==> config.mk <==
export PLATFORM = sky130hd
export DESIGN_NAME = apb_master_ctrl
export DESIGN_NICKNAME = d
export VERILOG_FILES = /design/src/rtl/apb_master_ctrl.sv
export SDC_FILE = /design/constraint.sdc
export NUM_CORES = 1
export LEC_CHECK = 0
export BUFFER_PORTS_ARGS = -buffer_cell sky130_fd_sc_hd__buf_2
export CAP_MARGIN = 10
export CORE_MARGIN = 4
export CORE_UTILIZATION = 25
export CTS_BUF_LIST = sky130_fd_sc_hd__clkbuf_8
export CTS_CLUSTER_DIAMETER = 30
export DETAILED_ROUTE_END_ITERATION = 12
export PLACE_DENSITY = 0.49
export RECOVER_POWER = 100
export SYNTH_ARGS = -nofsm -noshare
export SYNTH_HDL_FRONTEND = slang
export SYNTH_SLANG_ARGS = --single-unit
==> constraint.sdc <==
create_clock -name Pclk -period 8.2 [get_ports Pclk]
set_input_delay 0.82 -clock Pclk [delete_from_list [all_inputs] [get_ports Pclk]]
set_output_delay 0.82 -clock Pclk [all_outputs]
set_load 0.02 [all_outputs]
==> src/rtl/apb_master_ctrl.sv <==
// APB initiator: queued commands run as SETUP/ACCESS transfers; push-to-response 3 cycles, one transfer per 2 cycles.
// Backpressure: req_ready drops when the command FIFO is full; rsp_* is a one-cycle strobe with no backpressure.
module apb_master_ctrl #(
    parameter int ADDR_W    = 32,
    parameter int DATA_W    = 32,
    parameter int CMD_DEPTH = 2
) (
    input  logic              Pclk,
    input  logic              Preset,
    input  logic              req_valid,
    output logic              req_ready,
    input  logic              req_write,
    input  logic [ADDR_W-1:0] req_addr,
    input  logic [DATA_W-1:0] req_wdata,
    output logic              rsp_valid,
    output logic              rsp_write,
    output logic              rsp_err,
    output logic [DATA_W-1:0] rsp_rdata,
    output logic [3:0]        Pselx,
    output logic [ADDR_W-1:0] Paddr,
    output logic [DATA_W-1:0] Pwdata,
    output logic              Pwrite,
    output logic              Penable,
    input  logic [DATA_W-1:0] Prdata
);

    localparam int CNT_W = $clog2(CMD_DEPTH + 1);
    localparam int PTR_W = (CMD_DEPTH > 1) ? $clog2(CMD_DEPTH) : 1;

    typedef struct packed {
        logic              write;
        logic [ADDR_W-1:0] addr;
        logic [DATA_W-1:0] wdata;
    } cmd_t;

    typedef enum logic [1:0] {IDLE, SETUP, ACCESS} state_t;

    cmd_t             fifo_mem [CMD_DEPTH];
    logic [PTR_W-1:0] wr_ptr, rd_ptr;
    logic [CNT_W-1:0] count;
    logic             push, pop, empty;
    cmd_t             head;
    logic [3:0]       head_sel;
    logic             head_err;

    state_t              state, state_nx;
    logic [3:0]          psel_nx;
    logic                penable_nx, pwrite_nx;
    logic [ADDR_W-1:0]   paddr_nx;
    logic [DATA_W-1:0]   pwdata_nx, rsp_rdata_nx;
    logic                rsp_valid_nx, rsp_write_nx, rsp_err_nx;
    // An error popped during ACCESS is reported one cycle later to avoid two strobes colliding.
    logic                err_pend, err_pend_nx, err_write, err_write_nx;

    assign req_ready = (count < CNT_W'(CMD_DEPTH));
    assign empty     = (count == '0);
    assign push      = req_valid && req_ready;
    assign head      = fifo_mem[rd_ptr];

    always_comb begin
        head_sel = 4'b0000;
        head_err = 1'b0;
        case (head.addr[31:26])
            6'h20:   head_sel = 4'b0001;
            6'h21:   head_sel = 4'b0010;
            6'h22:   head_sel = 4'b0100;
            6'h23:   head_sel = 4'b1000;
            default: head_err = 1'b1;
        endcase
    end

    always_comb begin
        state_nx     = state;
        pop          = 1'b0;
        psel_nx      = Pselx;
        penable_nx   = Penable;
        pwrite_nx    = Pwrite;
        paddr_nx     = Paddr;
        pwdata_nx    = Pwdata;
        rsp_valid_nx = 1'b0;
        rsp_write_nx = rsp_write;
        rsp_err_nx   = rsp_err;
        rsp_rdata_nx = rsp_rdata;
        err_pend_nx  = err_pend;
        err_write_nx = err_write;
        case (state)
            IDLE: begin
                psel_nx    = 4'b0000;
                penable_nx = 1'b0;
                if (err_pend) begin
                    rsp_valid_nx = 1'b1;
                    rsp_write_nx = err_write;
                    rsp_err_nx   = 1'b1;
                    rsp_rdata_nx = '0;
                    err_pend_nx  = 1'b0;
                end else if (!empty) begin
                    pop = 1'b1;
                    if (head_err) begin
                        rsp_valid_nx = 1'b1;
                        rsp_write_nx = head.write;
                        rsp_err_nx   = 1'b1;
                        rsp_rdata_nx = '0;
                    end else begin
                        psel_nx   = head_sel;
                        pwrite_nx = head.write;
                        paddr_nx  = head.addr;
                        pwdata_nx = head.wdata;
                        state_nx  = SETUP;
                    end
                end
            end
            SETUP: begin
                penable_nx = 1'b1;
                state_nx   = ACCESS;
            end
            ACCESS: begin
                rsp_valid_nx = 1'b1;
                rsp_write_nx = Pwrite;
                rsp_err_nx   = 1'b0;
                rsp_rdata_nx = Pwrite ? '0 : Prdata;
                penable_nx   = 1'b0;
                if (!empty) begin
                    pop = 1'b1;
                    if (head_err) begin
                        psel_nx      = 4'b0000;
                        err_pend_nx  = 1'b1;
                        err_write_nx = head.write;
                        state_nx     = IDLE;
                    end else begin
                        psel_nx   = head_sel;
                        pwrite_nx = head.write;
                        paddr_nx  = head.addr;
                        pwdata_nx = head.wdata;
                        state_nx  = SETUP;
                    end
                end else begin
                    psel_nx  = 4'b0000;
                    state_nx = IDLE;
                end
            end
            default: begin
                psel_nx    = 4'b0000;
                penable_nx = 1'b0;
                state_nx   = IDLE;
            end
        endcase
    end

    always_ff @(posedge Pclk) begin
        if (push) begin
            fifo_mem[wr_ptr] <= '{write: req_write, addr: req_addr, wdata: req_wdata};
        end
    end

    always_ff @(posedge Pclk) begin
        if (Preset) begin
            state     <= IDLE;
            wr_ptr    <= '0;
            rd_ptr    <= '0;
            count     <= '0;
            Pselx     <= '0;
            Penable   <= 1'b0;
            Pwrite    <= 1'b0;
            Paddr     <= '0;
            Pwdata    <= '0;
            rsp_valid <= 1'b0;
            rsp_write <= 1'b0;
            rsp_err   <= 1'b0;
            rsp_rdata <= '0;
            err_pend  <= 1'b0;
            err_write <= 1'b0;
        end else begin
            state     <= state_nx;
            Pselx     <= psel_nx;
            Penable   <= penable_nx;
            Pwrite    <= pwrite_nx;
            Paddr     <= paddr_nx;
            Pwdata    <= pwdata_nx;
            rsp_valid <= rsp_valid_nx;
            rsp_write <= rsp_write_nx;
            rsp_err   <= rsp_err_nx;
            rsp_rdata <= rsp_rdata_nx;
            err_pend  <= err_pend_nx;
            err_write <= err_write_nx;
            if (push) begin
                wr_ptr <= (wr_ptr == PTR_W'(CMD_DEPTH - 1)) ? '0 : wr_ptr + 1'b1;
            end
            if (pop) begin
                rd_ptr <= (rd_ptr == PTR_W'(CMD_DEPTH - 1)) ? '0 : rd_ptr + 1'b1;
            end
            case ({push, pop})
                2'b10:   count <= count + 1'b1;
                2'b01:   count <= count - 1'b1;
                default: count <= count;
            endcase
        end
    end

endmodule

Yosys cells after proc, flatten, opt, wreduce, memory -nomap -nowiden
Memory sizes are Yosys's and may differ from the RTL's. A register that Yosys moved wholly into a read port is not among the register bits.
Index checks and enable logic that the tools add are counted.

word-level totals
  bits in registers = 113
  RAM bits = 130
  output and inout bits = 106
  memories = 1

memories
  name      depth  bits a word  rd ports  clocked after memory_dff  wr ports  RTL line  source
  fifo_mem  2      65           1         1                         1         38        cmd_t fifo_mem [CMD_DEPTH];

cells by class
  $add $sub $neg = 4
  magnitude comparators = 1
  eq/ne operators = 15
  muxes and demuxes = 52
  bitwise logic cells = 2
  reductions and logical operators = 11

operators by type and width
  kind                                                                    number
  32-bit 2-to-1 mux                                                       10
  32-bit one-hot mux with 2 select lines                                  3
  6-bit equality test (second input constant)                             4
  1-bit 2-to-1 mux                                                        22
  4-bit one-hot mux with 4 select lines                                   1
  4-bit 2-to-1 mux                                                        3
  1-bit one-hot mux with 2 select lines                                   6
  4-bit one-hot mux with 3 select lines                                   1
  3-bit AND reduction                                                     4
  2-bit != test (second input constant)                                   5
  2-bit 2-to-1 mux                                                        4
  3-bit != test (second input constant)                                   2
  2-bit one-hot mux with 3 select lines                                   1
  2-bit by 1-bit equality test with 1-bit output (second input constant)  2
  2-bit equality test (second input constant)                             2
  2-bit zero test                                                         2
  2-bit one-hot mux with 2 select lines                                   1
  2-bit nonzero test                                                      2
  4-bit OR reduction                                                      1
  1-bit adder (second input constant)                                     2
  2-bit by 1-bit adder with 2-bit output (second input constant)          1
  2-bit < comparator (second input constant)                              1
  1-bit NOT                                                               2
  2-bit AND reduction                                                     1
  2 further kinds                                                         2

Logic depth before layout (Yosys ltp)
  depth in word-level cells = 6
  mapped depth = 7
  mapped depth without buffers = 6

Worst setup path after synthesis
No wires, ideal clock.

  kind = input-to-reg
  from = input port req_valid
  to = memory fifo_mem[0][0] in the netlist's numbering, enable pin
  data arrival time = 3.643 ns
  setup slack = 4.069 ns
  stages on the path = 2
  cells stage by stage = nand2_1 -> nor2_1

between the ends
  word-level cells in the longest chain between the ends = 3

ends and longest elaborated chain
  item                                    RTL line  source
  start: declaration                      10        input logic req_valid,
  1-bit logical AND                       57        assign push = req_valid && req_ready;
  1-bit 2-to-1 mux                        150       if (push) begin
  1-bit 2-to-1 mux (implied by the code)  151       fifo_mem[wr_ptr] <= '{write: req_write, addr: req_addr, wdata: req_wdata};
  end: declaration                        38

Every way passes these cells.

Worst setup path in the final report
  from = input port Preset
  to = register Paddr[29]

RTL lines
  item                    RTL line  source
  start: declaration      9         input logic Preset,
  end signal: assignment  177       Paddr <= paddr_nx;
  end: declaration        20        output logic [ADDR_W-1:0] Paddr,

No word-level cell between the ends.

==> impl_metrics.csv <==
group,metric,value,unit
yosys,async_reset_ff_share,0,%
drt,postRouteAntennaNets,0,
yosys,synth_cells,565,
clocking,path_clk_slew,60,ps
yosys,ys_seq_area_share,73.01,%
job,maxCapViolCount,3,
floorplanning,start_util,25.33,%
sta,rsz0062_at_grt,"no",
sta,slew_viol_final,209,
pwr,ir_worst_vdd,0.1637,mV
floorplanning,num_rows,67,
run_status,violations,"capacitance limit, slew limit",
global_route,grt_use_total,11.16,%
clocking,numCtsBuffers,61,
yosys,syn_area,0.008473,mm2
drt,avgRoutedWirePerCell,16.59,um
floorplanning,io_pins,206,
worst_setup_path,r2r-start,"count[1]",
global_route,grt_pass1_wl,31680,um
sta,max_freq,222.2,MHz
cells_and_area,drive_gt1_share,21.53,%
place,portBuffers,205,
cells_and_area,antennaDiodeCount,0,
place,gp_congestion,0.6928,
place,dp_hpwl,12650,um
sta,fin_skew,25.08,ps
worst_setup_path,path_max_fanout,76,
worst_setup_path,critPathCaptureType,"flip-flop",
pwr,power_density,334.1,mW/mm2
pwr,power.total,3737,uW
worst_hold_path,min_path_type,"in -> reg",
sta,finalSetupViolations,0,
cells_and_area,nets,898,
place,dpl_worst_slack,5515,ps
yosys,synth-seq-cells,244,
global_route,grt_max_degree,77,
sta,period_share,54.89,%
yosys,syn_nets,666,
worst_setup_path,cp.required,8710,ps
sta,fin_tns_setup,0,ps
worst_setup_path,crit_type,"in -> reg",
yosys,syn_avg_cell_area,15.00,um2
sta,hold_viol_final,0,
clocking,cts_resized,0,
yosys,synth_edf_count,130,
cells_and_area,nFillCells,3371,
worst_setup_path,startpoint,"Preset",
cells_and_area,final_util,33.43,%
clocking,cts_sinks,244,
drt,via_count,5563,
drt,avgViaCountPerCell,4.286,
floorplanning,fp.dieH,192.1,um
clocking,cts_tree,"built",
worst_setup_path,critPathLaunchType,"input port",
floorplanning,fp.dieW,192.1,um
drt,wl,21530,um
yosys,ys_warn_count,0,
clocking,ctsHoldBuffers,0,
clocking,post_cts_buffers,0,
cells_and_area,area_delta_synth_final,31.98,%
global_route,gr-total-overflow,0,
global_route,antenna_found_initial,5,
sta,tightest_slew,4240,ps
yosys,dominantRegCellSynth,"edfxtp_1",
sta,finalCriticalPeriod,4501,ps
pwr,p_leak,0.003868,uW
clocking,ctsRootBufferMaster,"clkbuf_8",
yosys,ys_types,38,
drt,remaining_drc_errors,0,
global_route,grt_pass1_vias,5616,
worst_setup_path,crit_arrival,5010,ps
worst_hold_path,hold_start,"req_addr[7]",
floorplanning,core_area,0.03345,mm2
drt,drtIter0Drc,172,
clocking,cts_buffer_depth,3,
clocking,htreeDepth,2,
drt,firstDrtPassIters,4,
floorplanning,dieArea,0.03690,mm2
sta,maxSlewHeadroom,-182.7,%
sta,timing.final.ws_setup,3699,ps
run_status,status,"finished, violations left",
clocking,clk-insertion-delay-late,640,ps
==> power by group <==
part | internal, uW | switching (uW)
Combinational | 168 | 350
Sequential | 1470 | 67.9
Clock | 1060 | 621
Total | 2700 | 1040
==> layer usage <==
metal	up-vias	global-route usage, %	wire length, um
li1	2676	-	-
met1	2609	13.18	8922
met2	221	17.84	9892
met3	49	4.580	2143
met4	8	4.992	525
met5	-	0	49
==> flip-flops by register name, summed over array words and instances (netlist names), named ones only <==
name       cells
fifo_mem     130
Paddr         32
Pwdata        32
rsp_rdata     32
Pselx          4
count          2
state          2
Penable        1
Pwrite         1
err_pend       1
err_write      1
rd_ptr         1
rsp_err        1
rsp_valid      1
rsp_write      1
wr_ptr         1
==> cell families after synthesis <==
group,Yosys count,synth area share (%)
compound gates,172,13.95
xor+xnor,4,0.4135
fa+ha+maj,1,0.1476
buf+inv,46,2.732
flops,244,73.01
mux,63,7.487
simple gates,35,2.260
==> synth_stat cells, types with 4 or more instances <==
master / count / share of area [%]
edfxtp_1: 130 / 46
dfxtp_1: 114 / 27
a21oi_1: 65 / 3.8
a211oi_1: 62 / 5.5
mux2i_1: 62 / 7.3
a22o_1: 33 / 3.4
clkbuf_1: 19 / 0.84
buf_2: 14 / 0.83
nor2_1: 8 / 0.35
nand2_1: 7 / 0.31
and3_1: 5 / 0.37
buf_4: 5 / 0.44
nor3_1: 5 / 0.30
inv_1: 4 / 0.18
==> final timing paths <==
check | slack, ps | endpoint | depth (start not counted)
worst max-delay path | 3700 | Paddr[29] | 3
worst min-delay path | 370 | fifo_mem[0][39] | 1
worst max register to register | 3960 | fifo_mem[0][18] | 4
worst min register to register | 470 | err_write | 2
==> layout by cell type (no fill, tap or decap), types with 2 or more instances in the layout <==
master	Yosys	layout
clkbuf_1	19	139
edfxtp_1	130	130
dfxtp_1	114	113
clkbuf_8	0	68
buf_2	14	67
a21oi_1	65	65
mux2i_1	62	62
a211oi_1	62	62
a22o_1	33	33
inv_1	4	13
bufinv_16	0	9
clkinv_2	0	9
nor2_1	8	7
nand2_1	7	7
clkinv_1	0	7
clkinvlp_4	0	7
and3_1	5	5
clkinv_4	0	5
buf_4	5	5
nor3_1	5	3
o21ai_0	3	3
nor3_2	0	2
or4b_4	2	2
o21a_1	2	2
xnor2_1	2	2
xor2_1	2	2
==> through the flow <==
step	instance area, um2	std cells	hold WS (ps)
after floorplan	8473	565	448.3
after CTS	11370	1298	300.6
after global routing	11180	1298	308.5
after global placement	9927	1182	448.5
after detailed placement	9927	1182	449.6
final	11180	1298	367.3
==> area by class of cell <==
type	instances	area, um2	area share, %
Sequential cell	244	6190	55.35
Multi-Input combinational cell	275	2083	18.63
Clock buffer	68	935.9	8.369
Timing Repair Buffer	211	894.6	8.000
Tap cell	448	560.5	5.012
Clock inverter	48	504.2	4.509
Inverter	4	15.01	0.1343
==> critical path, cell delays in order <==
cell and delay [ps]:
clkbuf_1 2770, inv_1 910, and3_1 470
No activity file was read; power rests on OpenSTA's default activity.
